File: src/rtl/serial_alu_ctrl.sv
// serial_alu_ctrl: bit-serial add/subtract sequencer that time-shares one
// external single-bit full adder cell, LSB first, one bit per cycle.
module serial_alu_ctrl #(
  parameter int WIDTH = 8
) (
  input  logic             clk,
  input  logic             rst_n,
  input  logic             start,
  input  logic             op,
  input  logic [WIDTH-1:0] op_a,
  input  logic [WIDTH-1:0] op_b,
  output logic             ready,
  output logic             fa_a,
  output logic             fa_b,
  output logic             fa_cin,
  input  logic             fa_sum,
  input  logic             fa_cout,
  input  logic             fa_p,
  output logic [WIDTH-1:0] result,
  output logic             cout,
  output logic             ovf,
  output logic             zero,
  output logic             all_p,
  output logic             done
);

  localparam int CW = (WIDTH > 1) ? $clog2(WIDTH) : 1;

  typedef enum logic [1:0] {IDLE, RUN, DONE} state_t;

  state_t           state;
  logic [WIDTH-1:0] a_sh;
  logic [WIDTH-1:0] b_sh;
  // Holds the WIDTH-1 sum bits captured so far; the final bit comes straight
  // from the cell on the last edge, so the full sum is {fa_sum, sum_sh}.
  logic [WIDTH-2:0] sum_sh;
  logic [CW-1:0]    cnt;
  logic             carry;
  logic             msb_cin;
  logic             p_acc;

  logic             last;
  logic [WIDTH-1:0] sum_fin;
  logic             msb_cin_now;

  assign last        = (cnt == CW'(WIDTH - 1));
  assign sum_fin     = {fa_sum, sum_sh};
  // On the last bit the carry into the MSB is the current carry register.
  assign msb_cin_now = last ? carry : msb_cin;

  // Status decoded directly from the state register.
  assign ready  = (state == IDLE);
  assign done   = (state == DONE);

  // Cell operands are forced low whenever the cell is not in use.
  assign fa_a   = (state == RUN) & a_sh[0];
  assign fa_b   = (state == RUN) & b_sh[0];
  assign fa_cin = (state == RUN) & carry;

  // Sequencer: operand capture, per-bit shift/carry update, result load.
  always_ff @(posedge clk or negedge rst_n) begin
    if (!rst_n) begin
      state   <= IDLE;
      a_sh    <= '0;
      b_sh    <= '0;
      sum_sh  <= '0;
      cnt     <= '0;
      carry   <= 1'b0;
      msb_cin <= 1'b0;
      p_acc   <= 1'b0;
      result  <= '0;
      cout    <= 1'b0;
      ovf     <= 1'b0;
      zero    <= 1'b0;
      all_p   <= 1'b0;
    end else begin
      case (state)
        IDLE: begin
          if (start) begin
            a_sh  <= op_a;
            b_sh  <= op ? ~op_b : op_b;
            carry <= op;
            cnt   <= '0;
            p_acc <= 1'b1;
            state <= RUN;
          end
        end
        RUN: begin
          sum_sh <= sum_fin[WIDTH-1:1];
          a_sh   <= a_sh >> 1;
          b_sh   <= b_sh >> 1;
          carry  <= fa_cout;
          p_acc  <= p_acc & fa_p;
          if (last) begin
            msb_cin <= carry;
            result  <= sum_fin;
            cout    <= fa_cout;
            ovf     <= msb_cin_now ^ fa_cout;
            zero    <= (sum_fin == '0);
            all_p   <= p_acc & fa_p;
            state   <= DONE;
          end else begin
            cnt <= cnt + 1'b1;
          end
        end
        DONE: state <= IDLE;
        default: state <= IDLE;
      endcase
    end
  end

endmodule
File: config.mk
export PLATFORM = sky130hd
export DESIGN_NAME = serial_alu_ctrl
export DESIGN_NICKNAME = d
export VERILOG_FILES = /design/src/rtl/serial_alu_ctrl.sv
export SDC_FILE = /design/constraint.sdc
export NUM_CORES = 1
export LEC_CHECK = 0
export BUFFER_PORTS_ARGS = -buffer_cell sky130_fd_sc_hd__buf_2
export CORE_ASPECT_RATIO = 0.8
export CORE_MARGIN = 2
export CORE_UTILIZATION = 45
export DETAILED_ROUTE_END_ITERATION = 6
export PLACE_DENSITY = 0.7
export SYNTH_ARGS = -nofsm -noshare
export SYNTH_HDL_FRONTEND = slang
export SYNTH_SLANG_ARGS = --single-unit
File: constraint.sdc
create_clock -name clk -period 1.5 [get_ports clk]
set_input_delay 0.375 -clock clk [delete_from_list [all_inputs] [get_ports clk]]
set_output_delay 0.375 -clock clk [all_outputs]
set_load 0.01 [all_outputs]
==> results of run 1 <==
[worst max-delay path, delay by kind of cell, from the launching register on]
| family | cells | cell delay (ns) |
|---|---|---|
| AND/OR/NAND/NOR | 2 | 0.37 |
| buffers and inverters | 1 | 0.09 |
| flip-flops | 1 | 0.47 |
[cells by family after synthesis]
group,count (synthesis)
compound gates,52
buf+inv,23
flops,42
xor+xnor,9
fa+ha+maj,2
mux,18
simple gates,34
[final cells by class]
cell class,count,area share
inverter,8,0.01183
clock buffer,6,0.03254
multi-input combinational,116,0.3585
sequential,42,0.4147
tap,57,0.02811
timing repair buffer,61,0.1543
[worst paths after layout]
kind | from | to | slack (ns) | cells past startpoint
setup / recovery | state[1]$_DFFE_PN0P_ | fa_cin | -0.09 | 3
hold / removal | rst_n | cnt[1]$_DFFE_PN0P_ | 0.05 | 2
setup reg to reg | cnt[1]$_DFFE_PN0P_ | cnt[0]$_DFFE_PN0P_ | 0.07 | 5
hold reg to reg | zero$_DFFE_PN0P_ | zero$_DFFE_PN0P_ | 0.48 | 2
max in group asynchronous | rst_n | state[1]$_DFFE_PN0P_ | 1.24 | 2
min in group clk | fa_p | p_acc$_DFFE_PN0P_ | 0.36 | 3
[Yosys cell counts]
cell type	n	area (µm²)
clkbuf_1	4	15.01
nor2_1	5	18.77
mux2i_1	1	10.01
a221o_2	1	11.26
xnor2_1	8	70.07
nor4_1	2	12.51
o21ai_0	15	75.07
and2_1	3	18.77
o32ai_1	6	52.55
or3b_1	1	8.760
nor2b_1	13	81.33
a21oi_1	10	50.05
o211ai_1	1	7.510
a22o_1	5	43.79
inv_1	8	30.03
buf_1	1	3.750
nand2_1	8	30.03
a221o_1	5	50.05
a22oi_1	9	67.56
buf_6	2	22.52
dfrtp_1	42	1051
nand3b_4	1	20.02
buf_2	8	40.04
ha_1	2	25.02
xor2_1	1	8.760
mux2_2	17	191.4
or2_2	1	6.260
[registers in the layout, summed over array words and instances, names as in the netlist]
signal	count
a_sh	8
all_p	1
b_sh	8
carry	1
cnt	3
cout	1
ovf	1
p_acc	1
result	8
state	2
sum_sh	7
zero	1
[metrics by stage]
step	instances	hold WS, ns	TNS [ns]	total power [mW]
after floorplan	180	0.07941	0	3.142
after global placement	276	0.3639	0	3.694
after detailed placement	276	0.3678	0	3.729
after CTS	287	0.05481	-0.4184	4.622
after global routing	290	0.06372	-0.6285	5.040
final	290	0.04712	-0.3557	4.689
[power by group]
| part | total, mW | internal, mW | switching [mW] |
|---|---|---|---|
| sequential | 1.96 | 1.61 | 0.350 |
| clock | 0.716 | 0.355 | 0.360 |
| combinational | 2.01 | 1.14 | 0.867 |
| total | 4.69 | 3.11 | 1.58 |
[layout by cell type (no fill, tap or decap), types with 2 or more instances in the layout]
| cell | n |
|---|---|
| a22oi_1 | 9 |
| buf_6 | 3 |
| nor4_1 | 2 |
| o32ai_1 | 6 |
| nand2_1 | 8 |
| nor2b_1 | 12 |
| a22o_1 | 5 |
| nand3b_4 | 2 |
| clkbuf_8 | 6 |
| buf_4 | 21 |
| a21oi_1 | 10 |
| dfrtp_1 | 41 |
| nor2_1 | 5 |
| xnor2_1 | 8 |
| mux2_2 | 17 |
| a221o_1 | 5 |
| inv_1 | 8 |
| o21ai_0 | 15 |
| and2_4 | 3 |
| buf_2 | 36 |
[repair_timing]
item	4_1_cts	5_1_grt
cloned	0	1
gates resized for setup	8	3
endpoints found under the setup margin	6	17
pin swaps	3	2
buffers inserted	5	2
[routing by layer]
metal,vias up,share of wire
li1,748,-
met1,733,0.49
met2,29,0.47
met3,2,0.032
met4,0,0.0056
met5,-,0
==> results by group, run 1 <==
Critical path
  • CP cell instances: nor2b_4 -> and2_4 -> buf_6
  • CP peak stage delay: 0.47 ns
  • Worst setup path category: flip-flop to primary output
  • Crit-path slowest cell: dfrtp_2
  • Crit start category: flip-flop
  • CP Capture Type: primary output
  • CP max FO: 7
  • Arrival @ worst endpoint: 1.22 ns
  • Crit path required time: 1.12 ns

Power and ir drop
  • Static leakage: approximately 1.2 nW
  • Cell area power density: 1848 mW/mm²
  • VDD IR max: around 0.0011 V

Global routing
  • GR Layer Usage met3: 0.04096
  • Antenna violations before repair: 0
  • Met1 Use GR: 0.2632
  • Routing usage on met2: 0.2682
  • Global route hottest layer: met2
  • Total gr overflow: 0
  • Vias in the first global route: 1504
  • GR Util All Layers: 0.1786
  • Global-route wire length before repair: ~7100 µm
  • Largest net degree at the start of global routing: 43

Synthesis
  • Post-synthesis sequential area ratio: 0.5198
  • Syn. warnings: 0
  • Netlist cell types: 27
  • Synth Area per Inst: 11.23 µm²
  • Synthesized flop and latch total: 42
  • Synth Area in Simple Gates: 0.09715
  • Number of cells produced by synthesis: 180
  • Mux cell area share after synthesis: 0.09963
  • Adder-cell share of the synthesized area: 0.01238
  • Post-synthesis compound-gate area fraction: 0.1770
  • Post-Syn Nets: ~210
  • Main combinational cell family by area after synthesis: compound AO/OA/AOI/OAI gates
  • Xor/xnor share of the synthesized area: 0.03899
  • Synthesized cell area: 0.002022 mm²

STA
  • Period utilization: 1.061
  • Worst-margin pin slew: 0.3667 ns
  • Skew final: 0.01252 ns
  • Max Slew Vio Count: 0
  • Slew HR: 0.7533
  • Fin crit period: approximately 1.6 ns
  • Hold Fails Final Rpt: 0
  • Final setup fails: 5
  • Final WS setup: -0.09207 ns
  • F_max: 0.6281 GHz
  • Unrepaired setup endpoints after global routing: yes

Die
  • Die Wd: 78.95 µm
  • Top Ports: 40
  • Core area: ~0.0043 mm²
  • Die area: 0.005049 mm²
  • Die Y: 63.96 µm
  • Core Rows: 21
  • Initial Util: 0.4750

Flow run
  • Max-capacitance violation count: 0

Clock network
  • # clock sinks: 42
  • Clock Tree Buf Depth: 2
  • Worst-path clk slew: 0.08 ns
  • Post-CTS Hold Buffers: 0
  • Clock root buffer: clkbuf_8
  • Clk_lat worst skew: 0.29 ns
  • Num CTS Buffers: 5
  • TritonCTS clock tree: built
  • H-tree levels: 2

Route
  • Initial DRC Count: 81
  • Via count: between 1500 and 2000
  • Pre-Repair DR Iteration Count: 4
  • Drt wl/cell: 14.88 µm
  • WL final: about 4300 µm
  • Drt via density: approximately 5.2
  • Residual DRC: 0
  • Post-DRT Antenna Nets: 0

Final layout
  • FILL cells: 375
  • Register area: 0.001052 mm²
  • Post-route cell area: 0.002537 mm²
  • Total Nets Final: 259
  • Multi-input gate area: roughly 900 µm²
  • Share of cells above drive strength 1: 0.4077
  • Total inserted antenna cells: 0
  • Post-layout util: 0.5961
  • Syn-to-layout area delta: 25.49%

Place
  • Buffers on Ports: 39
  • GPL Wtd Cong: ~0.74
  • DP Worst Slack: about 0.016 ns
  • Area after DPL: 0.002337 mm²
  • Post-DP HPWL: 2935 µm

Hold path
  • HP Class: input port to asynchronous set/reset pin

Run status
  • Status: finished, violations left
  • Failing checks: setup timing
Power figures use the tool's default switching activity.
==> run 2: changes to the inputs <==
Settings changed: CELL_PAD_IN_SITES_DETAIL_PLACEMENT from default to 2, CELL_PAD_IN_SITES_GLOBAL_PLACEMENT from default to 2, CORE_UTILIZATION 45 to 31, PLACE_DENSITY 0.7 to default, PLACE_DENSITY_LB_ADDON from default to 0.1.
==> run 2 against run 1 <==
  * The flow still finishes with violations (setup timing)
  * Final area increased by 5.1%
  * First-iteration DRC count decreased by 59%
  * Flip-flop and latch count unchanged
  * Sequential power about the same
  * Maximum frequency increased by 2.5%
  * Register-to-register slack got worse by 0.03 ns
  * Setup slack improved by 0.038 ns
  * Critical path type unchanged
==> results by group, run 2 (synthesis gave the netlist of run 1 again) <==
Route
  • Initial DRC Count: 33
  • WL final: approximately 6000 µm
  • Pre-Repair DR Iteration Count: 3
  • Post-DRT Antenna Nets: 0
  • Drt wl/cell: 18.53 µm
  • Drt via density: 5.034
  • Residual DRC: 0
  • Via count: ~1600

Run status
  • Status: finished, violations left
  • Failing checks: setup timing

STA
  • Max Slew Vio Count: 0
  • Fin crit period: around 1.6 ns
  • Hold Fails Final Rpt: 0
  • Period utilization: 1.036
  • F_max: 0.6436 GHz
  • Worst-margin pin slew: between 0.4 and 0.5 ns
  • Hold Slack: 0.01805 ns
  • Final WS setup: -0.05368 ns
  • Skew final: 0.004592 ns
  • Final setup fails: 5
  • Slew HR: 0.6918
  • Unrepaired setup endpoints after global routing: yes

Global routing
  • Vias in the first global route: 1894
  • Largest net degree at the start of global routing: 26
  • Total gr overflow: 0
  • Global-route wire length before repair: ~10000 µm
  • Antenna violations before repair: 0
  • GR Util All Layers: 0.1858

Final layout
  • Share of cells above drive strength 1: 0.4398
  • Most frequent cells in the layout: dfrtp_1, buf_2, buf_4, mux2_2, o21ai_0
  • Post-route cell area: 0.002666 mm²
  • Total Nets Final: 265
  • Commonest non-fill, non-tap cell in the layout: dfrtp_1
  • FILL cells: 674
  • Total inserted antenna cells: 0
  • Biggest regs: a_sh (8), b_sh (8), result (8)
  • Fin cells: 325
  • Syn-to-layout area delta: 31.87%

Die
  • Core area: 0.006344 mm²
  • Die Wd: approximately 94 µm
  • Die Y: 76.24 µm
  • Initial Util: 0.3187
  • Core Rows: 26
  • Top Ports: 40
  • Die area: 0.007189 mm²

Power and ir drop
  • Sw power: ~1.8 mW
  • Clk pwr share: 0.154
  • Sw Ratio: 0.3581
  • Cell area power density: 1887 mW/mm²
  • Sequential power share: 0.396
  • Cell Int Power: 3.229 mW
  • Combinational share of power: 0.450
  • VDD IR max: 0.0006485 V
  • Static leakage: between 1 and 1.5 nW

Clock network
  • Num CTS Buffers: 5
  • # clock sinks: 42
  • TritonCTS clock tree: built
  • Worst-path clk slew: 0.08 ns
  • Clock Tree Buf Depth: 2
  • Clk_lat worst skew: 0.30 ns
  • H-tree levels: 2
  • Post-CTS Hold Buffers: 0
  • Clock root buffer: clkbuf_8

Place
  • Placed cells: 305
  • Post-DP HPWL: 4227 µm
  • GPL Wtd Cong: 0.7109
  • Area after DPL: ~0.0024 mm²
  • Buffers on Ports: 39

Hold path
  • HP Class: input port to asynchronous set/reset pin

Critical path
  • CP peak stage delay: 0.45 ns
  • Crit path required time: ~1.1 ns
  • CP Buf/Inv Count: 1
  • Crit-path slowest cell: dfrtp_2
  • Kind of cell adding the most delay to the critical path: flip-flops
  • CP Capture Type: primary output
  • CP cell instances: nor2b_4 -> and2_4 -> buf_6
  • Arrival @ worst endpoint: between 1 and 1.5 ns
  • Crit start category: flip-flop
  • CP max FO: 5
  • Worst setup path category: flip-flop to primary output

Flow run
  • Max-capacitance violation count: 0
-- run 2: cell type report --
| class | count | area (µm²) | share of cell area |
|---|---|---|---|
| Timing Repair Buffer | 67 | 459.2 | 0.1722 |
| Clock inverter | 2 | 12.51 | 0.004693 |
| Multi-Input combinational cell | 116 | 924.6 | 0.3468 |
| Clock buffer | 6 | 82.58 | 0.03097 |
| Sequential cell | 42 | 1052 | 0.3947 |
| Tap cell | 84 | 105.1 | 0.03942 |
| Inverter | 8 | 30.03 | 0.01126 |
-- run 2: path summary, 6_finish.rpt --
kind,depth (start not counted),startpoint,end,slack [ns]
setup / recovery,3,state[1]$_DFFE_PN0P_,fa_cin,-0.05
hold / removal,1,rst_n,result[0]$_DFFE_PN0P_,0.02
setup reg to reg,5,cnt[1]$_DFFE_PN0P_,cnt[0]$_DFFE_PN0P_,0.04
hold reg to reg,2,all_p$_DFFE_PN0P_,all_p$_DFFE_PN0P_,0.49
max in group asynchronous,2,rst_n,state[1]$_DFFE_PN0P_,0.98
min in group clk,3,fa_p,p_acc$_DFFE_PN0P_,0.33
-- run 2: power by group through the flow --
| stage | logic (mW) | registers (mW) | clock network, mW |
|---|---|---|---|
| global placement | 1.78 | 1.95 | 0 |
| finish | 2.26 | 1.99 | 0.777 |
| detailed placement | 1.89 | 2.01 | 0 |
| CTS | 2.19 | 1.99 | 0.801 |
| floorplan | 1.19 | 1.96 | 0 |
| global route | 2.50 | 2.06 | 0.861 |
-- run 2: per-stage QoR --
stage,utilization,power [mW],setup WS [ns],setup TNS (ns)
floorplan,-,3.142,0.0006595,0
global placement,0.3761,3.729,0.05579,0
detailed placement,0.3761,3.895,-0.07555,-0.1715
CTS,0.4126,4.990,-0.07617,-0.3024
global route,0.4203,5.420,-0.1164,-0.5373
finish,0.4203,5.030,-0.05368,-0.2397
-- run 2: repair_timing --
action | in CTS | in global routing
setup endpoints to repair | 18 | 21
pin swaps | 5 | 0
gates resized for setup | 18 | 7
endpoints found under the hold margin | 0 | 0
cloned | 1 | 0
setup buffers | 7 | 4
-- run 2: worst register-to-register path, stage by stage (launching register included) --
cell	delay [ns]
dfrtp_1	0.40
ha_2	0.21
ha_4	0.21
nor2_2	0.07
mux2_2	0.27
a22o_1	0.19
-- run 2: routing by layer --
metal  share of wire  track usage
met1            0.48       0.2615
met2            0.46       0.2829
met3           0.034      0.03759
met4           0.019      0.06812
met5               0            0
